==> src/rtl/video_sync_meas_if.sv <==
// Sync inputs and recovered frame-geometry outputs of the sync measurement block.
// Slave side is the measurement block; master side is the sync source / consumer.
interface video_sync_meas_if;
    logic       hsync_in;
    logic       vsync_in;
    logic [8:0] vline;
    logic [8:0] lines_per_frame;
    logic [3:0] vs_width;
    logic       frame_strobe;
    logic       locked;
    logic       mode_50;
    logic       mode_60;
    logic       hs_lost;

    modport slave (
        input  hsync_in, vsync_in,
        output vline, lines_per_frame, vs_width, frame_strobe,
               locked, mode_50, mode_60, hs_lost
    );

    modport master (
        output hsync_in, vsync_in,
        input  vline, lines_per_frame, vs_width, frame_strobe,
               locked, mode_50, mode_60, hs_lost
    );
endinterface

==> src/rtl/video_sync_meas.sv <==
// Recovers lines/frame, vsync width, line index, lock and 50/60 Hz class from hsync/vsync.
// Latency: 2 clk from input sample to registered outputs; no backpressure, free-running.
module video_sync_meas #(
    parameter logic [11:0] HTO      = 12'd4095,
    parameter logic [8:0]  LINES_50 = 9'd320,
    parameter logic [8:0]  LINES_60 = 9'd262
) (
    input  logic              clk,
    input  logic              rst,
    video_sync_meas_if.slave  sync_if
);

    logic        hs_meta_q, hs_sync_q, hs_hist_q;
    logic        vs_meta_q, vs_sync_q, vs_hist_q;

    logic [8:0]  vline_q,      vline_d;
    logic [8:0]  lpf_q,        lpf_d;
    logic [3:0]  vs_width_q,   vs_width_d;
    logic [3:0]  width_cnt_q,  width_cnt_d;
    logic        strobe_q,     strobe_d;
    logic        locked_q,     locked_d;
    logic        mode_50_q,    mode_50_d;
    logic        mode_60_q,    mode_60_d;
    logic        hs_lost_q,    hs_lost_d;
    logic [11:0] gap_q,        gap_d;
    logic [8:0]  prev_m_q,     prev_m_d;
    logic        prev_valid_q, prev_valid_d;
    logic        seen_vs_q,    seen_vs_d;
    logic        ovf_q,        ovf_d;

    logic        hs_rise;
    logic        vs_rise;
    logic        vs_fall;
    logic        timeout;
    logic [8:0]  vline_inc;
    logic [8:0]  meas;

    assign hs_rise   = hs_sync_q & ~hs_hist_q;
    assign vs_rise   = vs_sync_q & ~vs_hist_q;
    assign vs_fall   = ~vs_sync_q & vs_hist_q;
    assign vline_inc = (vline_q == 9'd511) ? 9'd511 : vline_q + 9'd1;
    // A coincident hsync closes the old frame before vline restarts at 0.
    assign meas      = hs_rise ? vline_inc : vline_q;
    assign timeout   = ~hs_rise && (gap_q != HTO) && ((gap_q + 12'd1) == HTO);

    always_comb begin
        vline_d      = vline_q;
        lpf_d        = lpf_q;
        vs_width_d   = vs_width_q;
        width_cnt_d  = width_cnt_q;
        strobe_d     = 1'b0;
        locked_d     = locked_q;
        hs_lost_d    = hs_lost_q;
        gap_d        = gap_q;
        prev_m_d     = prev_m_q;
        prev_valid_d = prev_valid_q;
        seen_vs_d    = seen_vs_q;
        ovf_d        = ovf_q;

        if (hs_rise) begin
            gap_d     = 12'd0;
            hs_lost_d = 1'b0;
            vline_d   = vline_inc;
            if (vline_inc == 9'd511) begin
                ovf_d = 1'b1;
            end
        end else if (gap_q != HTO) begin
            gap_d = gap_q + 12'd1;
        end

        if (vs_rise) begin
            width_cnt_d = hs_rise ? 4'd1 : 4'd0;
        end else if (vs_sync_q && hs_rise && (width_cnt_q != 4'd15)) begin
            width_cnt_d = width_cnt_q + 4'd1;
        end

        if (vs_fall) begin
            vs_width_d = width_cnt_q;
        end

        if (vs_rise) begin
            vline_d   = 9'd0;
            seen_vs_d = 1'b1;
            ovf_d     = 1'b0;
            if (seen_vs_q && !ovf_q && (meas != 9'd511)) begin
                lpf_d        = meas;
                strobe_d     = 1'b1;
                locked_d     = (meas == prev_m_q) && prev_valid_q;
                prev_m_d     = meas;
                prev_valid_d = 1'b1;
            end else begin
                locked_d     = 1'b0;
                prev_valid_d = 1'b0;
            end
        end

        // Losing hsync overrides any measurement taken in the same cycle.
        if (timeout) begin
            hs_lost_d    = 1'b1;
            locked_d     = 1'b0;
            prev_valid_d = 1'b0;
            seen_vs_d    = 1'b0;
            strobe_d     = 1'b0;
            lpf_d        = lpf_q;
            prev_m_d     = prev_m_q;
        end
    end

    assign mode_50_d = locked_d && (lpf_d == LINES_50);
    assign mode_60_d = locked_d && (lpf_d == LINES_60);

    always_ff @(posedge clk) begin
        if (rst) begin
            hs_meta_q    <= 1'b0;
            hs_sync_q    <= 1'b0;
            hs_hist_q    <= 1'b0;
            vs_meta_q    <= 1'b0;
            vs_sync_q    <= 1'b0;
            vs_hist_q    <= 1'b0;
            vline_q      <= 9'd0;
            lpf_q        <= 9'd0;
            vs_width_q   <= 4'd0;
            width_cnt_q  <= 4'd0;
            strobe_q     <= 1'b0;
            locked_q     <= 1'b0;
            mode_50_q    <= 1'b0;
            mode_60_q    <= 1'b0;
            hs_lost_q    <= 1'b0;
            gap_q        <= 12'd0;
            prev_m_q     <= 9'd0;
            prev_valid_q <= 1'b0;
            seen_vs_q    <= 1'b0;
            ovf_q        <= 1'b0;
        end else begin
            hs_meta_q    <= sync_if.hsync_in;
            hs_sync_q    <= hs_meta_q;
            hs_hist_q    <= hs_sync_q;
            vs_meta_q    <= sync_if.vsync_in;
            vs_sync_q    <= vs_meta_q;
            vs_hist_q    <= vs_sync_q;
            vline_q      <= vline_d;
            lpf_q        <= lpf_d;
            vs_width_q   <= vs_width_d;
            width_cnt_q  <= width_cnt_d;
            strobe_q     <= strobe_d;
            locked_q     <= locked_d;
            mode_50_q    <= mode_50_d;
            mode_60_q    <= mode_60_d;
            hs_lost_q    <= hs_lost_d;
            gap_q        <= gap_d;
            prev_m_q     <= prev_m_d;
            prev_valid_q <= prev_valid_d;
            seen_vs_q    <= seen_vs_d;
            ovf_q        <= ovf_d;
        end
    end

    assign sync_if.vline           = vline_q;
    assign sync_if.lines_per_frame = lpf_q;
    assign sync_if.vs_width        = vs_width_q;
    assign sync_if.frame_strobe    = strobe_q;
    assign sync_if.locked          = locked_q;
    assign sync_if.mode_50         = mode_50_q;
    assign sync_if.mode_60         = mode_60_q;
    assign sync_if.hs_lost         = hs_lost_q;

endmodule

==> src/flat_wrapper.sv <==
// flat-port wrapper written by rule: the top's interface ports become plain ports
module video_sync_meas_flat 
#(
    parameter logic [11:0] HTO      = 12'd4095,
    parameter logic [8:0]  LINES_50 = 9'd320,
    parameter logic [8:0]  LINES_60 = 9'd262
)
  (clk, rst, sync_if_hsync_in, sync_if_vsync_in, sync_if_vline, sync_if_lines_per_frame, sync_if_vs_width, sync_if_frame_strobe, sync_if_locked, sync_if_mode_50, sync_if_mode_60, sync_if_hs_lost);
  video_sync_meas_if sync_if_i ();
  input  logic clk;
  input  logic rst;
  input wire logic [$bits(sync_if_i.hsync_in)-1:0] sync_if_hsync_in;
  input wire logic [$bits(sync_if_i.vsync_in)-1:0] sync_if_vsync_in;
  output wire logic [$bits(sync_if_i.vline)-1:0] sync_if_vline;
  output wire logic [$bits(sync_if_i.lines_per_frame)-1:0] sync_if_lines_per_frame;
  output wire logic [$bits(sync_if_i.vs_width)-1:0] sync_if_vs_width;
  output wire logic [$bits(sync_if_i.frame_strobe)-1:0] sync_if_frame_strobe;
  output wire logic [$bits(sync_if_i.locked)-1:0] sync_if_locked;
  output wire logic [$bits(sync_if_i.mode_50)-1:0] sync_if_mode_50;
  output wire logic [$bits(sync_if_i.mode_60)-1:0] sync_if_mode_60;
  output wire logic [$bits(sync_if_i.hs_lost)-1:0] sync_if_hs_lost;
  assign sync_if_i.hsync_in = sync_if_hsync_in;
  assign sync_if_i.vsync_in = sync_if_vsync_in;
  assign sync_if_vline = sync_if_i.vline;
  assign sync_if_lines_per_frame = sync_if_i.lines_per_frame;
  assign sync_if_vs_width = sync_if_i.vs_width;
  assign sync_if_frame_strobe = sync_if_i.frame_strobe;
  assign sync_if_locked = sync_if_i.locked;
  assign sync_if_mode_50 = sync_if_i.mode_50;
  assign sync_if_mode_60 = sync_if_i.mode_60;
  assign sync_if_hs_lost = sync_if_i.hs_lost;
  video_sync_meas #(.HTO(HTO), .LINES_50(LINES_50), .LINES_60(LINES_60)) u_core (.clk(clk), .rst(rst), .sync_if(sync_if_i));
endmodule
==> config.mk <==
export PLATFORM = sky130hd
export DESIGN_NAME = video_sync_meas_flat
export DESIGN_NICKNAME = d
export VERILOG_FILES = /design/src/rtl/video_sync_meas_if.sv /design/src/rtl/video_sync_meas.sv /design/src/flat_wrapper.sv
export SDC_FILE = /design/constraint.sdc
export NUM_CORES = 1
export LEC_CHECK = 0
export ABC_AREA = 1
export BUFFER_PORTS_ARGS = -buffer_cell sky130_fd_sc_hd__buf_2
export CORE_MARGIN = 4
export CORE_UTILIZATION = 40
export DETAILED_ROUTE_END_ITERATION = 6
export HOLD_SLACK_MARGIN = 0.02
export PLACE_DENSITY_LB_ADDON = 0.15
export SYNTH_ARGS = -nofsm -noshare
export SYNTH_HDL_FRONTEND = slang
export SYNTH_SLANG_ARGS = --single-unit
==> constraint.sdc <==
create_clock -name clk -period 2.7 [get_ports clk]
set_clock_uncertainty 0.2 [all_clocks]
set_input_delay 0.135 -clock clk [delete_from_list [all_inputs] [get_ports clk]]
set_output_delay 0.135 -clock clk [all_outputs]
set_load 0.01 [all_outputs]
==> flow_summary_export.csv, run 1 <==
group,metric,value,unit
run_status,status,"finished clean",
worst_setup_path,r2r-end,"u_core.sync_if.mode_60",
hold_path,hp-class,"in2reg",
clocking,htreeDepth,3,
clocking,cts_buffers,9,
synthesis,yosys_most_used_dff,"dfxtp_1",
worst_setup_path,crit_arrival,2560,ps
pwr,ir_drop,0.303,mV
detailed_routing,vias,2839,
job,drv_cap,0,
layout,syn_to_final_growth,21.1,%
clocking,clk_pin_slew_worst_paths,70,ps
layout,finalInstanceArea,0.00365,mm2
synthesis,synth_warnings,0,
floorplan,fp-row-count,31,
synthesis,synth.net_count,432,
synthesis,yosysTopAreaCellShare,40.5,%
hold_path,min_to,"u_core.hs_meta_q",
detailed_routing,drt-initial-drc-count,189,
timing,finalCriticalPeriod,2490,ps
worst_setup_path,cpMostUsedCell,"nand2_1",
worst_setup_path,cp_cell_sequence,"buf_4, inv_2, nor2_4, nand2_1, xor2_1, nor2_1, nand2_1, nor2_1, nand2_2, buf_4, nand2_1, nor2_2, nand2_1, a21oi_1, nand3_1, nor2_1",
pwr,seq_power_share,48.5,%
pwr,power,1910,uW
detailed_routing,dr.pass1.iters,4,
clocking,cts.sinks,61,
worst_setup_path,critPathSlowestCell,"dfxtp_1",
detailed_routing,wirelength,7340,um
layout,antennaDiodeCount,0,
worst_setup_path,cp-start-kind,"flip-flop",
timing,setup_viol,0,
detailed_routing,wl_per_cell,12.7,um
grt,grt_pass1_vias,2536,
synthesis,ys_seq_elements,61,
timing,clock.fmax,0.402,GHz
synthesis,ys_seq_area_share,40.5,%
synthesis,synth_cells,424,
placement,routabilityCongestion,0.878,
clocking,cts.path.max_buffers,2,
timing,slew_headroom,57.1,%
clocking,root_buffer,"clkbuf_8",
worst_setup_path,setup.worst_path.class,"reg2reg",
pwr,power.density,523,mW/mm2
pwr,p_sw_share,23.6,%
floorplan,initial_core_util,41.4,%
floorplan,die_x,94.8,um
synthesis,synth_area_leaders,"dfxtp_1 40%, nand2_1 13%, nor2_1 6.6%",
grt,grt.overflow.total,0,
synthesis,synth_edf_count,0,
grt,antenna_found_initial,0,
grt,grt_usage,17.2,%
pwr,netSwitchingPower,452,uW
synthesis,async_flop_share,0,%
floorplan,die_area,0.00899,mm2
detailed_routing,antenna_left,0,
floorplan,core_area,0.00729,mm2
floorplan,io_pins,31,
floorplan,die_y,94.8,um
worst_setup_path,slowest_delay,380,ps
pwr,p_clk_share,45.0,%
hold_path,worstHoldStart,"rst",
grt,grt_max_degree,28,
worst_setup_path,cp_max_fo,9,
placement,place_area,0.00335,mm2
placement,port_buffers,30,
placement,hpwl,5340,um
timing,setup_ws,214,ps
clocking,worstSkewPairLatency,340,ps
layout,nets,484,
worst_setup_path,worstReg2RegStart,"u_core.gap_q[0]",
worst_setup_path,crit_required,2770,ps
grt,grt_pass1_wl,12000,um
pwr,p_comb_share,6.5,%
synthesis,synth_area,0.00302,mm2
timing,setup_tns,0,ps
timing,hold_violations,0,
synthesis,yosys.area.top_type,"dfxtp_1",
timing,hold_ws,35.9,ps
detailed_routing,drt-vias-per-instance,4.89,
synthesis,synth_cell_types,39,
clocking,cts_tree,"done",
worst_setup_path,critPathCaptureType,"flip-flop",
placement,dp_slack,87.0,ps
pwr,p_int,1460,uW
synthesis,synth_area_per_cell,7.11,um2
layout,num-fill-cells,771,
worst_setup_path,r2r_cells,16,
layout,drive_above_1_share,21.8,%
timing,slew_violations,0,
worst_setup_path,r2r_slack,210,ps
timing,tightest_slew,641,ps
timing,post-route-period-util,92.1,%
hold_path,hold_path_depth,2,
pwr,p_leak,0.00152,uW
detailed_routing,drc,0,
area by class of cell:
type,instances,area [um2],area share [%]
inverters,43,161,4.42
well taps,99,124,3.39
multi-input cells,310,1610,44.2
flip-flops and latches,61,1220,33.5
repair buffers,51,317,8.67
clock buffers,13,169,4.62
clock inverters,3,42.5,1.16
routing by layer:
metal  GRT usage [%]  share of wire, %  up-vias
met2            25.1                44       68
met3            3.43               4.8        8
met1            24.3                50     1279
li1                -                 -     1484
met4            7.81               1.2        0
met5               0                 0        -
placed cells by master (no fill, tap or decap), types with 4 or more instances in the layout:
cell type,netlist,final
o21ai_0,13,12
buf_4,0,18
a21oi_1,36,36
nor3_1,4,4
clkbuf_8,0,12
nor2_1,53,49
nand3_2,6,6
nand3_1,24,24
xor2_1,6,6
nor2_2,5,8
buf_2,3,30
dfxtp_1,61,58
nand4_1,14,14
nand2_1,106,106
o21ai_1,3,4
inv_1,39,39
nand2_2,8,8
critical path: cells and delay by family (launching register included):
family,cells,cell delay [ps]
flops,1,380
buf+inv,3,400
xor+xnor,1,180
simple gates,11,1110
compound gates,1,150
worst max path at each step:
stage	from	to	slack, ps	cells past startpoint
2_1_floorplan	u_core.sync_if.vline[0]	u_core.sync_if.mode_50	270	16
6_report	u_core.gap_q[0]	u_core.sync_if.mode_60	210	16
4_1_cts	u_core.gap_q[1]	u_core.sync_if.mode_60	60	16
3_3_place_gp	u_core.gap_q[1]	u_core.sync_if.mode_60	80	16
3_5_place_dp	u_core.gap_q[1]	u_core.sync_if.mode_50	90	16
5_1_grt	u_core.gap_q[0]	u_core.sync_if.mode_60	-10	16
repair_timing:
action	in CTS	in global routing
gates resized for setup	0	13
setup endpoints to repair	0	4
hold buffers	2	0
setup buffers	0	3
endpoints found under the hold margin	2	0
kinds of logic (layout without fill, tap and decap cells):
logic type               Yosys count  after routing  synth area share (%)
flip-flops                        61             61                  40.5
AO/OA/AOI/OAI                     58             58                  10.2
adder cells (fa/ha/maj)            4              4                  1.66
XOR/XNOR                           9              9                  2.61
AND/OR/NAND/NOR                  238            239                  37.6
buffers and inverters             54            110                  7.47
per-stage QoR:
| step | cells | utilization, % |
|---|---|---|
| 2_1_floorplan | 424 | - |
| 3_3_place_gp | 558 | 45.9 |
| 3_5_place_dp | 558 | 45.9 |
| 4_1_cts | 576 | 49.1 |
| 5_1_grt | 580 | 50.1 |
| 6_report | 580 | 50.1 |
flip-flops by register name (all words and copies together) (netlist names), 4 cells and up:
| name | flops |
|---|---|
| u_core.sync_if.vs_width | 4 |
| u_core.gap_q | 12 |
| u_core.sync_if.lines_per_frame | 9 |
| u_core.prev_m_q | 9 |
| u_core.sync_if.vline | 9 |
| u_core.width_cnt_q | 4 |
Yosys cell counts, types with 2 or more instances:
cell,count
nand2_1,106
dfxtp_1,61
nor2_1,53
inv_1,39
a21oi_1,36
nand3_1,24
nand4_1,14
o21ai_0,13
nand2_2,8
clkbuf_1,6
nand3_2,6
xor2_1,6
nor2_2,5
ha_1,4
nor3_1,4
buf_2,3
inv_2,3
nand3b_1,3
o21ai_1,3
or2_1,3
xnor2_1,3
nand3_4,2
nor2_4,2
or2_2,2
power groups by stage:
stage / Clock [uW] / Combinational, uW / Sequential [uW]
2_1_floorplan: 0 / 77.4 / 949
3_3_place_gp: 0 / 118 / 945
3_5_place_dp: 0 / 118 / 946
4_1_cts: 881 / 121 / 925
5_1_grt: 927 / 139 / 929
6_report: 861 / 124 / 927
Note: power is estimated with default switching activity, not from simulation.
==> inputs of run 2 (changes only) <==
--- a/config.mk
+++ b/config.mk
@@ -6,10 +6,11 @@
 export NUM_CORES = 1
 export LEC_CHECK = 0
 export ABC_AREA = 1
-export BUFFER_PORTS_ARGS = -buffer_cell sky130_fd_sc_hd__buf_2
 export CORE_MARGIN = 4
 export CORE_UTILIZATION = 40
+export CTS_CLUSTER_SIZE = 8
 export DETAILED_ROUTE_END_ITERATION = 6
+export DONT_BUFFER_PORTS = 1
 export HOLD_SLACK_MARGIN = 0.02
 export PLACE_DENSITY_LB_ADDON = 0.15
 export SYNTH_ARGS = -nofsm -noshare
==> run 2 against run 1 <==
- fmax up 1.0%
- clock power down 11%
- non-clock buffer count down 32
- die area unchanged
- cell area down 5.8%
- via count down 5.2%
- hold slack better by 170 ps
- register-to-register slack better by 20 ps
==> flow_summary_export.csv, run 2 (same netlist as run 1, synthesis figures left out) <==
group,metric,value,unit
worst_setup_path,r2r_cells,17,
layout,layout_commonest_cell,"nand2_1",
worst_setup_path,worstReg2RegStart,"u_core.sync_if.vline[0]",
hold_path,hold_path_depth,2,
layout,layout_common_cells,"105 x nand2_1, 61 x dfxtp_1, 52 x nor2_1",
grt,grt_max_degree,28,
pwr,power.density,524,mW/mm2
worst_setup_path,crit_required,2780,ps
worst_setup_path,critPathSlowestCell,"dfxtp_1",
detailed_routing,drt-vias-per-instance,4.91,
grt,grt.overflow.total,0,
timing,clock.fmax,0.406,GHz
timing,finalCriticalPeriod,2460,ps
detailed_routing,vias,2691,
timing,setup_ws,239,ps
detailed_routing,wirelength,7360,um
clocking,cts.path.max_buffers,2,
layout,num-fill-cells,795,
layout,syn_to_final_growth,14.1,%
worst_setup_path,crit_path_start,"u_core.sync_if.vline[0]",
run_status,status,"finished clean",
worst_setup_path,cp_cell_sequence,"ha_1, nand2_2, nor2_2, nand3_4, buf_4, nand4_2, nand2_2, nor2_4, nand3_4, nand3_4, buf_4, nand2_4, nand2_2, nand2_1, clkinv_1, nand2_1, nor2_1",
clocking,cts_tree,"done",
timing,rsz0062_at_grt,"no",
worst_setup_path,crit_arrival,2540,ps
clocking,clk_pin_slew_worst_paths,80,ps
placement,hpwl,5340,um
layout,post-route-util,47.2,%
clocking,root_buffer,"clkbuf_8",
floorplan,fp-row-count,31,
layout,largest_reg_flops,12,
layout,nets,452,
timing,slew_headroom,34.0,%
job,drv_cap,0,
grt,grt_usage,17.2,%
detailed_routing,drc,0,
floorplan,initial_core_util,41.4,%
detailed_routing,drt-initial-drc-count,159,
worst_setup_path,setup.worst_path.class,"reg2reg",
timing,post-route-period-util,91.1,%
floorplan,die_area,0.00899,mm2
timing,setup_viol,0,
placement,routabilityCongestion,0.842,
floorplan,io_pins,31,
worst_setup_path,cp_max_fo,9,
layout,finalInstanceArea,0.00344,mm2
worst_setup_path,path_depth,17,
timing,setup_tns,0,ps
floorplan,die_x,94.8,um
timing,tightest_slew,987,ps
worst_setup_path,r2r_slack,240,ps
timing,hold_violations,0,
hold_path,worstHoldStart,"u_core.vs_meta_q",
pwr,ir_drop,0.272,mV
layout,drive_above_1_share,15.1,%
grt,grt_pass1_wl,11900,um
detailed_routing,dr.pass1.iters,4,
grt,antenna_found_initial,0,
placement,place_area,0.00319,mm2
timing,hold_ws,207,ps
detailed_routing,wl_per_cell,13.4,um
placement,dp_slack,142,ps
detailed_routing,antenna_left,0,
worst_setup_path,cp_num_buf_inv,3,
clocking,htreeDepth,3,
worst_setup_path,r2r-end,"u_core.sync_if.mode_60",
floorplan,die_y,94.8,um
worst_setup_path,critPathCaptureType,"flip-flop",
clocking,cts.sinks,61,
worst_setup_path,slowest_delay,330,ps
hold_path,min_to,"u_core.vs_sync_q",
grt,grt_pass1_vias,2464,
hold_path,hp-class,"reg2reg",
layout,top_register,"u_core.gap_q",
floorplan,core_area,0.00729,mm2
timing,slew_violations,0,
pwr,p_leak,0.00135,uW
placement,port_buffers,0,
clocking,worstSkewPairLatency,340,ps
clocking,cts_buffers,9,
worst_setup_path,cp_top_family,"simple AND/OR/NAND/NOR gates",
worst_setup_path,cp-start-kind,"flip-flop",
layout,antennaDiodeCount,0,
==> run 2: area by class of cell <==
| type | instances | area (um2) | area share (%) |
|---|---|---|---|
| inverter | 43 | 161 | 4.69 |
| clock buffer | 10 | 138 | 4.00 |
| sequential | 61 | 1220 | 35.5 |
| multi-input combinational | 310 | 1600 | 46.6 |
| timing repair buffer | 19 | 150 | 4.36 |
| clock inverter | 6 | 43.8 | 1.27 |
| tap | 99 | 124 | 3.60 |
==> run 2: what timing repair did <==
| action | CTS | global route |
|---|---|---|
| endpoints found under the setup margin | 0 | 11 |
| endpoints found under the hold margin | 36 | 0 |
| gates resized for setup | 0 | 6 |
| hold buffers | 3 | 0 |
| buffers inserted | 0 | 1 |
==> run 2: where the power goes <==
group,leakage [uW],switching [uW],total [uW],internal (uW)
sequential,0.000494,12.4,927,914
clock,0.0000935,398,762,364
combinational,0.000765,77.4,115,37.6
==> run 2: tightest hold or removal path, delay by kind of cell, from the launching register on <==
kind | cells | cell delay [ps]
AND/OR/NAND/NOR | 1 | 30
flip-flops | 1 | 300
buffers and inverters | 1 | 40
==> run 2: per-layer routing <==
| layer | GRT usage [%] | vias to the layer above | routed length [um] |
|---|---|---|---|
| met3 | 5.18 | 8 | 448 |
| met4 | 7.33 | 0 | 106 |
| li1 | - | 1417 | - |
| met2 | 25.2 | 52 | 3170 |
| met5 | 0 | - | 0 |
| met1 | 23.4 | 1214 | 3640 |
==> run 2: worst max-delay path by stage <==
stage / to
floorplan: u_core.sync_if.mode_50
global placement: u_core.sync_if.mode_50
detailed placement: u_core.sync_if.mode_50
CTS: u_core.sync_if.mode_50
global route: u_core.sync_if.mode_50
finish: u_core.sync_if.mode_60
==> run 2: metrics by stage <==
| stage | power, uW | cells |
|---|---|---|
| 2_1_floorplan | 1030 | 424 |
| 3_3_place_gp | 1050 | 527 |
| 3_5_place_dp | 1050 | 527 |
| 4_1_cts | 1830 | 546 |
| 5_1_grt | 1880 | 548 |
| 6_report | 1800 | 548 |
==> inputs of run 3 (changes only) <==
--- a/config.mk
+++ b/config.mk
@@ -13,6 +13,7 @@
 export DONT_BUFFER_PORTS = 1
 export HOLD_SLACK_MARGIN = 0.02
 export PLACE_DENSITY_LB_ADDON = 0.15
+export SETUP_SLACK_MARGIN = 0.4
 export SYNTH_ARGS = -nofsm -noshare
 export SYNTH_HDL_FRONTEND = slang
 export SYNTH_SLANG_ARGS = --single-unit
==> run 3 against run 2 <==
- cell area up 17%
- cell count up 7.1%
- clock power up 2%
- register-to-register slack better by 90 ps
- sequential share of layout area down 4.7 points
- largest cell class unchanged
- critical path type unchanged
- global-route usage up 2.0 points
- flip-flop and latch count unchanged
- core utilization up 8.2 points
- routed wire length up 14%
- sequential power about the same
- combinational power up 29%
- worst setup slack better by 87 ps
==> flow_summary_export.csv, run 3 (same netlist as run 1, synthesis figures left out) <==
group,metric,value,unit
pwr,ir_drop,0.333,mV
timing,setup_viol,0,
detailed_routing,dr.pass1.iters,5,
timing,slew_headroom,47.4,%
pwr,p_clk_share,42.0,%
placement,hpwl,5390,um
timing,rsz0062_at_grt,"yes",
timing,finalCriticalPeriod,2370,ps
hold_path,worstHoldStart,"rst",
grt,grt.overflow.total,0,
detailed_routing,drc,0,
detailed_routing,drt-vias-per-instance,5.13,
layout,drive_above_1_share,28.3,%
grt,grt_usage,19.3,%
layout,antennaDiodeCount,0,
placement,routabilityCongestion,0.829,
detailed_routing,wl_per_cell,14.3,um
grt,grt_max_degree,20,
clocking,cts.path.max_buffers,2,
worst_setup_path,critPathCaptureType,"flip-flop",
worst_setup_path,critPathSlowestCell,"dfxtp_4",
hold_path,min_to,"u_core.sync_if.vline[0]",
layout,syn_to_final_growth,33.9,%
layout,num-fill-cells,699,
detailed_routing,antenna_left,0,
timing,clock.fmax,0.421,GHz
hold_path,hp-class,"in2reg",
clocking,root_buffer,"clkbuf_8",
pwr,p_comb_share,8.0,%
worst_setup_path,worstReg2RegStart,"u_core.sync_if.vline[0]",
timing,slew_violations,0,
timing,tightest_slew,787,ps
clocking,cts_buffers,9,
placement,port_buffers,0,
timing,setup_tns,0,ps
pwr,p_sw_share,24.7,%
floorplan,fp-row-count,31,
worst_setup_path,r2r_slack,330,ps
grt,grt_use_met1,24.7,%
pwr,power.density,460,mW/mm2
worst_setup_path,setup.worst_path.class,"reg2reg",
layout,layout_common_cells,"94 x nand2_1, 51 x dfxtp_1, 43 x nor2_1",
clocking,clk_pin_slew_worst_paths,70,ps
hold_path,hold_path_depth,3,
floorplan,io_pins,31,
pwr,netSwitchingPower,459,uW
timing,hold_violations,0,
floorplan,die_x,94.8,um
grt,grtUsageMet2,29.5,%
pwr,p_int,1400,uW
grt,antenna_found_initial,0,
worst_setup_path,cp-start-kind,"flip-flop",
floorplan,die_y,94.8,um
layout,post-route-util,55.4,%
floorplan,core_area,0.00729,mm2
clocking,worstSkewPairLatency,350,ps
layout,nets,491,
worst_setup_path,cp_cell_sequence,"buf_6, inv_1, nor2_2, nand2_1, nand2_2, nand2_2, nand2_2, nand2_2, buf_4, nand2_1, nand2_1, nor2_1, nand3_1, nor2_1, nand2_1, a21oi_2, nand3_2, nor2_1",
layout,largest_reg_flops,12,
run_status,status,"finished clean",
floorplan,initial_core_util,41.4,%
detailed_routing,wirelength,8400,um
detailed_routing,vias,3013,
pwr,seq_power_share,50.0,%
grt,busiest_layer,"met2",
layout,layout_commonest_cell,"nand2_1",
floorplan,die_area,0.00899,mm2
layout,top_register,"u_core.gap_q",
timing,post-route-period-util,87.9,%
worst_setup_path,crit_arrival,2450,ps
worst_setup_path,cp_max_fo,5,
job,drv_cap,0,
clocking,htreeDepth,3,
grt,grtUsageMet3,6.29,%
clocking,cts.sinks,61,
grt,grt_pass1_wl,13500,um
pwr,p_leak,0.00158,uW
worst_setup_path,r2r_cells,18,
worst_setup_path,r2r-end,"u_core.sync_if.mode_60",
worst_setup_path,slowest_delay,360,ps
clocking,cts_tree,"done",
detailed_routing,drt-initial-drc-count,172,
grt,grt_pass1_vias,2868,
worst_setup_path,crit_required,2780,ps
run 3: changes by cell type in the layout (fill, tap and decap cells not counted), moves of 8 or more:
cell,before,now
buf_4,16,35
nand2_1,105,94
dfxtp_1,61,51
buf_6,0,9
nor2_1,52,43
dlygate4sd3_1,3,11
nand2_2,7,15
run 3: area by class of cell:
type / instances / area (um2) / share of cell area, %
Clock buffer: 12 / 135 / 3.35
Clock inverter: 4 / 48.8 / 1.21
Inverter: 43 / 161 / 4.00
Multi-Input combinational cell: 312 / 1830 / 45.4
Sequential cell: 61 / 1240 / 30.7
Tap cell: 99 / 124 / 3.07
Timing Repair Buffer: 56 / 494 / 12.2
run 3: metrics by stage:
stage / worst slack [ps] / power [uW] / hold slack, ps / cell area, um2 / instances
2_1_floorplan: 416 / 1030 / 42.0 / 3030 / 424
5_1_grt: 196 / 1940 / 118 / 4040 / 587
6_report: 326 / 1860 / 87.8 / 4040 / 587
3_5_place_dp: 143 / 1050 / 9.78 / 3230 / 530
4_1_cts: 399 / 1870 / 62.6 / 3850 / 579
3_3_place_gp: 198 / 1050 / 7.27 / 3230 / 530
run 3: worst max-delay path: cells and delay by family, from the launching register on:
kind	cells	cell delay, ps
and+or+nand+nor	14	1230
DFF	1	360
buffers and inverters	3	360
AOI/OAI and AO/OA	1	180
run 3: worst max path at each step:
stage	to	slack (ps)	startpoint
2_1_floorplan	u_core.sync_if.mode_50	420	u_core.gap_q[0]
3_3_place_gp	u_core.sync_if.mode_60	200	u_core.gap_q[1]
3_5_place_dp	u_core.sync_if.mode_60	140	u_core.sync_if.vline[0]
4_1_cts	u_core.sync_if.mode_50	400	u_core.sync_if.vline[1]
5_1_grt	u_core.sync_if.mode_60	200	u_core.sync_if.vline[3]
6_report	u_core.sync_if.mode_60	330	u_core.sync_if.vline[0]
run 3: power by group through the flow:
stage	logic, uW	registers (uW)	clock network (uW)
global placement	108	947	0
CTS	137	929	809
detailed placement	107	948	0
floorplan	77.9	950	0
global route	162	930	846
finish	148	929	781
run 3: layer usage:
metal / part of all wire, % / wire, um
met5: 0 / 0
met4: 1.8 / 152
met2: 47 / 3930
met3: 6.9 / 578
met1: 44 / 3740
run 3: timing repair:
action                                  in CTS  in global routing
hold endpoints to repair                    35                  0
buffers inserted                            19                  8
endpoints found under the setup margin      16                 19
gates resized for setup                     39                 35
pin swaps                                   24                 21
hold buffers                                11                  0
gates cloned                                 3                  0
